==> src/rtl/hs_pkg.sv <==
// rtl/hs_pkg.sv - shared types and default widths for the high-score RAM arbiter
package hs_pkg;

  // Ownership FSM: CPU owns the RAM in ST_CPU and ST_WAIT, the engine in ST_HS and ST_SETTLE.
  typedef enum logic [1:0] {
    ST_CPU    = 2'd0,
    ST_WAIT   = 2'd1,
    ST_HS     = 2'd2,
    ST_SETTLE = 2'd3
  } hs_arb_state_t;

  localparam int HS_ADDR_W = 12;
  localparam int HS_DATA_W = 8;
  localparam int HS_SETTLE = 2;

endpackage

==> src/rtl/hs_read_pipe.sv <==
// rtl/hs_read_pipe.sv - engine read-data register with address-change aware valid pipeline
// Ports:
//   clk, reset   : clock, synchronous active-high reset
//   owned        : engine drives the RAM address this cycle
//   owned_next   : engine will still own the RAM next cycle
//   hs_address   : engine address
//   ram_rdata    : RAM read data (1-cycle registered by the RAM)
//   hs_data_out  : registered read data for the engine
//   hs_valid     : hs_data_out belongs to the current hs_address
module hs_read_pipe
  import hs_pkg::*;
#(
  parameter int ADDR_W = HS_ADDR_W,
  parameter int DATA_W = HS_DATA_W
) (
  input  logic              clk,
  input  logic              reset,
  input  logic              owned,
  input  logic              owned_next,
  input  logic [ADDR_W-1:0] hs_address,
  input  logic [DATA_W-1:0] ram_rdata,
  output logic [DATA_W-1:0] hs_data_out,
  output logic              hs_valid
);

  logic              rd_issued_q, rd_issued_d;
  logic [ADDR_W-1:0] addr_prev_q, addr_prev_d;
  logic [DATA_W-1:0] data_q, data_d;
  logic              valid_q, valid_d;

  always_comb begin
    // Stage 1: the RAM was addressed by the engine last cycle, at addr_prev_q.
    rd_issued_d = owned;
    addr_prev_d = hs_address;

    data_d = data_q;
    if (owned && rd_issued_q) begin
      data_d = ram_rdata;
    end

    // Stage 2: the word being captured now was read at the address still presented,
    // so any address change clears valid for one cycle, and losing ownership clears it
    // on the same edge the owner flag falls.
    valid_d = owned && owned_next && rd_issued_q && (hs_address == addr_prev_q);
  end

  always_ff @(posedge clk) begin
    if (reset) begin
      rd_issued_q <= 1'b0;
      addr_prev_q <= '0;
      data_q      <= '0;
      valid_q     <= 1'b0;
    end else begin
      rd_issued_q <= rd_issued_d;
      addr_prev_q <= addr_prev_d;
      data_q      <= data_d;
      valid_q     <= valid_d;
    end
  end

  assign hs_data_out = data_q;
  assign hs_valid    = valid_q;

endmodule

==> src/rtl/hs_ram_arbiter.sv <==
// rtl/hs_ram_arbiter.sv - shares the work-RAM port between the game CPU and the high-score engine
// Ports:
//   clk_49m, reset                     : clock, synchronous active-high reset
//   pause, cpu_cen                     : CPU halted, CPU bus-cycle boundary strobe
//   cpu_cs/we/addr/wdata, cpu_rdata    : CPU work-RAM bus
//   hs_address/data_in/write_enable    : engine address, write data, write strobe
//   hs_access_write/read               : engine access intent (request)
//   hs_data_out, hs_valid              : engine read data and its validity
//   hs_owner, hs_dropped               : engine owns RAM, sticky discarded-write flag
//   ram_addr/we/wdata, ram_rdata       : single work-RAM port
module hs_ram_arbiter
  import hs_pkg::*;
#(
  parameter int ADDR_W = HS_ADDR_W,
  parameter int DATA_W = HS_DATA_W,
  parameter int SETTLE = HS_SETTLE
) (
  input  logic              clk_49m,
  input  logic              reset,
  input  logic              pause,
  input  logic              cpu_cen,
  input  logic              cpu_cs,
  input  logic              cpu_we,
  input  logic [ADDR_W-1:0] cpu_addr,
  input  logic [DATA_W-1:0] cpu_wdata,
  output logic [DATA_W-1:0] cpu_rdata,
  input  logic [ADDR_W-1:0] hs_address,
  input  logic [DATA_W-1:0] hs_data_in,
  input  logic              hs_write_enable,
  input  logic              hs_access_write,
  input  logic              hs_access_read,
  output logic [DATA_W-1:0] hs_data_out,
  output logic              hs_valid,
  output logic              hs_owner,
  output logic              hs_dropped,
  output logic [ADDR_W-1:0] ram_addr,
  output logic              ram_we,
  output logic [DATA_W-1:0] ram_wdata,
  input  logic [DATA_W-1:0] ram_rdata
);

  localparam int CNT_W = (SETTLE < 2) ? 1 : $clog2(SETTLE + 1);
  localparam logic [CNT_W-1:0] SETTLE_C = CNT_W'(SETTLE);

  hs_arb_state_t    state_q, state_d;
  logic [CNT_W-1:0] settle_cnt_q, settle_cnt_d;
  logic [CNT_W-1:0] cnt_inc;
  logic             owner_q, owner_d;
  logic             dropped_q, dropped_d;
  logic             hs_req;
  logic             owned;
  logic             hs_we_ok;

  assign hs_req  = hs_access_read | hs_access_write;
  assign owned   = (state_q == ST_HS) || (state_q == ST_SETTLE);
  assign cnt_inc = settle_cnt_q + 1'b1;

  // An engine write lands only while owned, still paused, and declared as a write;
  // a pause fall in the same cycle therefore discards the strobe.
  assign hs_we_ok = owned & pause & hs_access_write & hs_write_enable;

  always_comb begin
    state_d      = state_q;
    settle_cnt_d = '0;
    unique case (state_q)
      ST_CPU: begin
        if (hs_req && pause) state_d = ST_WAIT;
      end
      ST_WAIT: begin
        if (!pause)       state_d = ST_CPU;
        else if (cpu_cen) state_d = ST_HS;
      end
      ST_HS: begin
        if (!pause) begin
          state_d = ST_CPU;
        end else if (!hs_req) begin
          // This idle cycle is the first one counted towards release.
          if (SETTLE <= 1) begin
            state_d = ST_CPU;
          end else begin
            state_d      = ST_SETTLE;
            settle_cnt_d = CNT_W'(1);
          end
        end
      end
      ST_SETTLE: begin
        if (!pause) begin
          state_d = ST_CPU;
        end else if (hs_req) begin
          state_d = ST_HS;
        end else if (cnt_inc >= SETTLE_C) begin
          state_d = ST_CPU;
        end else begin
          settle_cnt_d = cnt_inc;
        end
      end
      default: state_d = ST_CPU;
    endcase

    owner_d   = (state_d == ST_HS) || (state_d == ST_SETTLE);
    dropped_d = dropped_q | (hs_write_enable & ~hs_we_ok);
  end

  // RAM port mux; the CPU has no write path while the engine owns the RAM.
  always_comb begin
    if (owned) begin
      ram_addr  = hs_address;
      ram_wdata = hs_data_in;
      ram_we    = hs_we_ok;
    end else begin
      ram_addr  = cpu_addr;
      ram_wdata = cpu_wdata;
      ram_we    = cpu_cs & cpu_we;
    end
    if (reset) ram_we = 1'b0;
  end

  always_ff @(posedge clk_49m) begin
    if (reset) begin
      state_q      <= ST_CPU;
      settle_cnt_q <= '0;
      owner_q      <= 1'b0;
      dropped_q    <= 1'b0;
    end else begin
      state_q      <= state_d;
      settle_cnt_q <= settle_cnt_d;
      owner_q      <= owner_d;
      dropped_q    <= dropped_d;
    end
  end

  hs_read_pipe #(
    .ADDR_W (ADDR_W),
    .DATA_W (DATA_W)
  ) u_read_pipe (
    .clk         (clk_49m),
    .reset       (reset),
    .owned       (owned),
    .owned_next  (owner_d),
    .hs_address  (hs_address),
    .ram_rdata   (ram_rdata),
    .hs_data_out (hs_data_out),
    .hs_valid    (hs_valid)
  );

  assign cpu_rdata  = ram_rdata;
  assign hs_owner   = owner_q;
  assign hs_dropped = dropped_q;

endmodule

==> config.mk <==
export PLATFORM = sky130hd
export DESIGN_NAME = hs_ram_arbiter
export DESIGN_NICKNAME = d
export VERILOG_FILES = /design/src/rtl/hs_pkg.sv /design/src/rtl/hs_read_pipe.sv /design/src/rtl/hs_ram_arbiter.sv
export SDC_FILE = /design/constraint.sdc
export NUM_CORES = 1
export LEC_CHECK = 0
export BUFFER_PORTS_ARGS = -buffer_cell sky130_fd_sc_hd__buf_4
export CORE_UTILIZATION = 43
export DETAILED_ROUTE_END_ITERATION = 8
export PLACE_DENSITY = 0.85
export SLEW_MARGIN = 20
export SYNTH_ARGS = -nofsm -noshare
export SYNTH_HDL_FRONTEND = slang
export SYNTH_SLANG_ARGS = --single-unit
export TNS_END_PERCENT = 1
==> constraint.sdc <==
create_clock -name clk_49m -period 2.1 [get_ports clk_49m]
set_clock_uncertainty 0.15 [all_clocks]
set_input_delay 0.42 -clock clk_49m [delete_from_list [all_inputs] [get_ports clk_49m]]
set_output_delay 0.42 -clock clk_49m [all_outputs]
set_load 0.05 [all_outputs]
==> results.py, run 1 <==
metrics = {
    "status": {
        "status": "finished clean",
    },
    "grt": {
        "grt_usage": 0.1817,
        "grt-ovfl-total": 0,
        "grt_pass1_wl_mm": 4.754,
        "grt_pass1_vias": 1150,
        "antenna_found_initial": 0,
        "grt_max_degree": 25,
    },
    "hold_path": {
        "hp-class": "primary input to flop",
    },
    "clock_tree": {
        "cts.sinks": 28,
        "cts_buffers": 3,
        "htreeDepth": 1,
        "clk_latency_ns": 0.32,
        "ctsRootBufferMaster": "clkbuf_4",
        "path_clk_slew_ns": 0.14,
        "postCtsSetupRepairBufs": 0,
        "cts_hold_buf": 0,
        "cts_tree": "yes",
        "clock_path_buffers": 2,
    },
    "finish": {
        "multi_input_area_um2": 690.7,
        "ff_latch_area_um2": 561.8,
        "layout-drive-gt1-share": 0.4913,
        "area_growth_pct": 54.91,
        "final_core_util": 0.6971,
        "n_antenna_cell": 0,
        "nNetsFinal": 289,
        "fillCellCount": 257,
    },
    "timing": {
        "drv_slew": 0,
        "rsz0062_at_grt": "false",
        "report.final.hold_viol_count": 0,
        "finalCritPeriodShare": 0.9407,
        "fmax_mhz": 506.2,
        "tns_ns": 0,
        "finalSetupViolations": 0,
        "layout_min_cycle_time_ns": 1.975,
    },
    "detailed_routing": {
        "firstDrtPassIters": 4,
        "via_count": 1288,
        "wirelength_mm": 2.972,
        "drtAntennaViolNets": 0,
        "viasPerCell": 4.701,
        "drc": 0,
        "wire_per_inst_um": 10.85,
        "drt_iter0_markers": 37,
    },
    "place": {
        "io_buffer_count": 96,
        "hpwl_mm": 2.440,
        "place_congestion": 0.7249,
    },
    "worst_setup_path": {
        "critPathRequiredTime_ns": 1.53,
        "critPathKind": "flop to output pin",
        "r2r_slack_ns": 0.58,
        "crit_fanout": 11,
        "start_kind": "flop",
        "worstPathArrival_ns": 1.41,
        "cp-end-kind": "output pin",
    },
    "power": {
        "vdd.ir_drop.worst_mv": 0.3136,
        "power_density_mw_per_mm2": 547.4,
        "power_leakage_nw": 0.9394,
    },
    "die": {
        "initial_utilization": 0.4500,
        "rows": 20,
        "core_mm2": 0.003028,
        "fp.dieH_um": 58.29,
        "die_w_um": 58.29,
        "die_area_mm2": 0.003398,
        "io_pins": 97,
    },
    "yosys": {
        "yosys.area.top_type": "dfxtp_1",
        "synthTopCellsByCount": "dfxtp_1 (28), mux2_1 (13), nor2b_1 (13), a21oi_1 (12), buf_4 (10)",
        "synth_flop_cell": "dfxtp_1",
        "synthCells": 142,
        "async_flop_share": 0,
        "synthTopCellsByArea": "dfxtp_1 (41%), mux2_1 (11%), nor2b_1 (6.0%)",
        "synth_edf_count": 0,
        "yosysWarnings": 0,
        "synth_seq_cells": 28,
        "ys_types": 30,
        "netlist.area_leader.share": 0.4114,
        "yosysSeqAreaShare": 0.4114,
        "avgSynthCellArea_um2": 9.595,
        "synth_fp_nets": 200,
        "synth_most_common_cell": "dfxtp_1",
        "synthesis.area_mm2": 0.001363,
    },
    "run": {
        "drv_cap": 0,
    },
}
[registers in the layout, indices dropped and copies added, names as in the netlist]
register / count
u_read_pipe.hs_valid: 1
hs_owner: 1
u_read_pipe.addr_prev_q: 12
hs_dropped: 1
u_read_pipe.rd_issued_q: 1
u_read_pipe.hs_data_out: 8
settle_cnt_q: 2
state_q: 2
[through the flow]
step	setup slack, ns	cell area [µm²]	hold WS, ns	total power [mW]	cells
6_report	0.1245	2111	0.1225	1.155	274
5_1_grt	0.05088	2111	0.09696	1.210	274
4_1_cts	0.03805	2110	0.1050	1.173	274
3_5_place_dp	0.4185	2073	0.2968	0.9170	270
3_3_place_gp	0.4359	2073	0.2941	0.9120	270
2_1_floorplan	0.2469	1366	0.3416	0.7756	142
[layer usage]
layer,vias up,wire (µm),share of wire,GRT usage
met5,-,0,0,0
met4,0,19,0.0064,0.06122
met3,2,289,0.097,0.04396
met2,68,1419,0.48,0.3169
met1,565,1243,0.42,0.2193
li1,653,-,-,-
[logic make-up after synthesis]
family                     Yosys count  share of synthesized area
and+or+nand+nor                     45                     0.1800
DFF                                 28                     0.4114
muxes                               21                     0.1726
buffers and inverters               18                    0.08448
AOI/OAI and AO/OA                   16                    0.06244
xor gates and xnor gates            12                    0.07713
adders and majority gates            1                   0.009181
other                                1                   0.002752
[worst max-delay path, stage by stage, from the launching register on]
cell and delay (ns):
dfxtp_2 0.39, buf_4 0.18, mux2_2 0.34, buf_4 0.19
[cells in the final DEF, fill, tap and decap left out, types with 2 or more instances in the layout]
cell type,instances
buf_4,98
dfxtp_1,27
mux2_1,13
nor2b_1,13
a21oi_1,11
nand3_1,9
nand2_1,9
xnor2_1,8
mux2_2,7
xor2_1,4
inv_1,3
nand4_1,3
clkbuf_4,3
nand3b_1,2
nor2_1,2
nor4_1,2
[report_power, final]
group	internal (mW)	switching, mW
Sequential	0.548	0.00807
Clock	0.106	0.146
Combinational	0.153	0.194
Total	0.807	0.348
[worst paths after layout]
kind,startpoint,end,cells past startpoint
worst min-delay path,hs_access_read,settle_cnt_q[0]$_SDFF_PP0_,2
worst max register to register,settle_cnt_q[0]$_SDFF_PP0_,u_read_pipe.hs_valid$_SDFF_PP0_,6
worst max-delay path,state_q[1]$_SDFF_PP0_,ram_addr[8],3
worst min register to register,u_read_pipe.hs_data_out[2]$_SDFFE_PP0P_,u_read_pipe.hs_data_out[2]$_SDFFE_PP0P_,2
[area by class of cell]
cell class	count	area share
Clock buffer	4	0.01719
Inverter	3	0.005335
Tap cell	44	0.02608
Sequential cell	28	0.2662
Multi-Input combinational cell	96	0.3272
Timing Repair Buffer	99	0.3580
[what timing repair did]
action                     in CTS  in global routing
setup endpoints to repair       0                  9
gates resized for setup         0                  1
hold endpoints to repair        0                  0
(Power assumes the default switching activity.)
==> run 2: changes to the inputs <==
--- a/config.mk
+++ b/config.mk
@@ -7,4 +7,5 @@
 export LEC_CHECK = 0
 export BUFFER_PORTS_ARGS = -buffer_cell sky130_fd_sc_hd__buf_4
+export CAP_MARGIN = 30
 export CORE_UTILIZATION = 43
 export DETAILED_ROUTE_END_ITERATION = 8
==> constraint.sdc (replaced) <==
create_clock -name clk_49m -period 2.1 [get_ports clk_49m]
set_clock_uncertainty 0.15 [all_clocks]
set_input_delay 0.21 -clock clk_49m [delete_from_list [all_inputs] [get_ports clk_49m]]
set_output_delay 0.21 -clock clk_49m [all_outputs]
set_load 0.05 [all_outputs]
==> run 2 against run 1 <==
Non-clock buffer count up 22. Worst setup slack worse by 0.0099 ns. Sequential share of layout area down 2.7 points. Sequential power about the same. Final area up 11%. Via count up 6.7%. Die area unchanged. Final cell count up 8.0%. Highest routed layer unchanged.
==> results.py, run 2 (same netlist as run 1, synthesis figures left out) <==
metrics = {
    "clock_tree": {
        "cts_tree": "yes",
        "post_cts_resized": 0,
        "postCtsSetupRepairBufs": 0,
        "cts_buffers": 3,
        "htreeDepth": 1,
        "clock_path_buffers": 2,
        "clk_latency_ns": 0.33,
        "path_clk_slew_ns": 0.15,
        "ctsRootBufferMaster": "clkbuf_4",
        "cts_hold_buf": 23,
        "cts.sinks": 28,
    },
    "status": {
        "status": "finished clean",
    },
    "detailed_routing": {
        "wirelength_mm": 3.556,
        "via_count": 1374,
        "drtAntennaViolNets": 0,
        "firstDrtPassIters": 4,
        "wire_per_inst_um": 12.01,
        "viasPerCell": 4.642,
        "drc": 0,
        "drt_iter0_markers": 20,
    },
    "worst_setup_path": {
        "slowest_stage": "dfxtp_1",
        "r2r_slack_ns": 0.33,
        "worstPathArrival_ns": 1.63,
        "crit_fanout": 25,
        "cp_num_buf_inv": 2,
        "r2r-start": "state_q[1]$_SDFF_PP0_",
        "reg2reg_depth": 4,
        "critPathKind": "flop to output pin",
        "cp-end-kind": "output pin",
        "max_stage_delay_ns": 0.52,
        "worstReg2RegEnd": "settle_cnt_q[0]$_SDFF_PP0_",
        "start_kind": "flop",
        "crit_chain": "buf_12, mux2_2, buf_4",
        "critPathRequiredTime_ns": 1.74,
        "crit_family": "flip-flops",
    },
    "finish": {
        "nNetsFinal": 311,
        "area_growth_pct": 72.08,
        "largest_reg_flops": 12,
        "top_register": "u_read_pipe.addr_prev_q",
        "fillCellCount": 218,
        "layout_common_cells": "buf_4 (97), dfxtp_1 (28), dlygate4sd3_1 (23)",
        "layout.cells.most_common": "buf_4",
        "ff_latch_area_um2": 560.5,
        "layout-drive-gt1-share": 0.4365,
        "n_antenna_cell": 0,
        "multi_input_area_um2": 686.9,
    },
    "run": {
        "drv_cap": 0,
    },
    "hold_path": {
        "min_to": "hs_owner$_SDFF_PP0_",
        "hold_depth": 3,
        "holdCritStartpoint": "cpu_cen",
        "hp-class": "primary input to flop",
    },
    "grt": {
        "grt_usage": 0.2225,
        "grt-ovfl-total": 0,
        "grt_max_degree": 26,
        "grt_pass1_wl_mm": 5.823,
        "antenna_found_initial": 0,
        "grt_pass1_vias": 1401,
    },
    "die": {
        "die_area_mm2": 0.003398,
        "io_pins": 97,
        "core_mm2": 0.003028,
        "rows": 20,
        "fp.dieH_um": 58.29,
        "die_w_um": 58.29,
        "initial_utilization": 0.4500,
    },
    "timing": {
        "hold_slack_ns": 0.04052,
        "drv_slew": 0,
        "rsz0062_at_grt": "false",
        "report.final.hold_viol_count": 0,
        "finalCritPeriodShare": 0.9454,
        "fmax_mhz": 503.7,
        "tns_ns": 0,
        "finalSetupViolations": 0,
        "layout_min_cycle_time_ns": 1.985,
    },
    "power": {
        "vdd.ir_drop.worst_mv": 0.2605,
        "power_density_mw_per_mm2": 550.2,
        "power_leakage_nw": 1.039,
    },
    "place": {
        "hpwl_mm": 2.534,
        "place_congestion": 0.7526,
        "io_buffer_count": 96,
    },
}
==> run 2: changes by cell type in the layout (fill, tap and decap cells not counted) <==
cell           previous run  this run
bufinv_16                 0         1
a21oi_2                   1         0
a21oi_1                  11        12
dlygate4sd3_1             0        23
clkbuf_8                  1         0
dfxtp_1                  27        28
buf_4                    98        97
dfxtp_2                   1         0
==> run 2: worst max-delay path by stage <==
| stage | startpoint | to | slack (ns) | cells past startpoint |
|---|---|---|---|---|
| global route | state_q[1]$_SDFF_PP0_ | ram_addr[1] | 0.03 | 3 |
| floorplan | state_q[1]$_SDFF_PP0_ | ram_we | 0.21 | 4 |
| CTS | state_q[1]$_SDFF_PP0_ | ram_addr[1] | 0.11 | 3 |
| detailed placement | state_q[1]$_SDFF_PP0_ | ram_addr[1] | 0.50 | 3 |
| global placement | state_q[1]$_SDFF_PP0_ | ram_addr[2] | 0.54 | 3 |
| finish | state_q[1]$_SDFF_PP0_ | ram_addr[1] | 0.11 | 3 |
==> run 2: per-layer routing <==
layer  share of wire  track usage
met4           0.017      0.08163
met1            0.39       0.2407
met2            0.51       0.4253
met3           0.086      0.04396
met5               0            0
==> run 2: stage by stage <==
| step | instance area (µm²) | setup WS [ns] | total power [mW] | util | instances |
|---|---|---|---|---|---|
| finish | 2345 | 0.1146 | 1.290 | 0.7744 | 296 |
| global route | 2345 | 0.02674 | 1.345 | 0.7744 | 296 |
| CTS | 2345 | 0.1112 | 1.299 | 0.7744 | 296 |
| detailed placement | 2062 | 0.4979 | 0.9171 | 0.6810 | 269 |
| global placement | 2062 | 0.5369 | 0.9119 | 0.6810 | 269 |
| floorplan | 1363 | 0.2082 | 0.7750 | - | 142 |
==> run 2: layout make-up <==
type | count | area share
clock buffers | 3 | 0.009605
clock inverters | 1 | 0.01281
inverters | 3 | 0.004803
multi-input cells | 96 | 0.2930
flip-flops and latches | 28 | 0.2391
well taps | 44 | 0.02348
repair buffers | 121 | 0.4173
==> run 2: worst register-to-register path, stage by stage, from the launching register on <==
cell and delay, ns:
dfxtp_1 0.52, buf_12 0.21, o21ai_1 0.09, nor4_1 0.17
dlygate4sd3_1 0.58
==> run 2: power breakdown <==
group          switching (mW)  total, mW  internal [mW]
clock                   0.158      0.351          0.193
sequential            0.00886      0.557          0.549
combinational           0.203      0.382          0.179
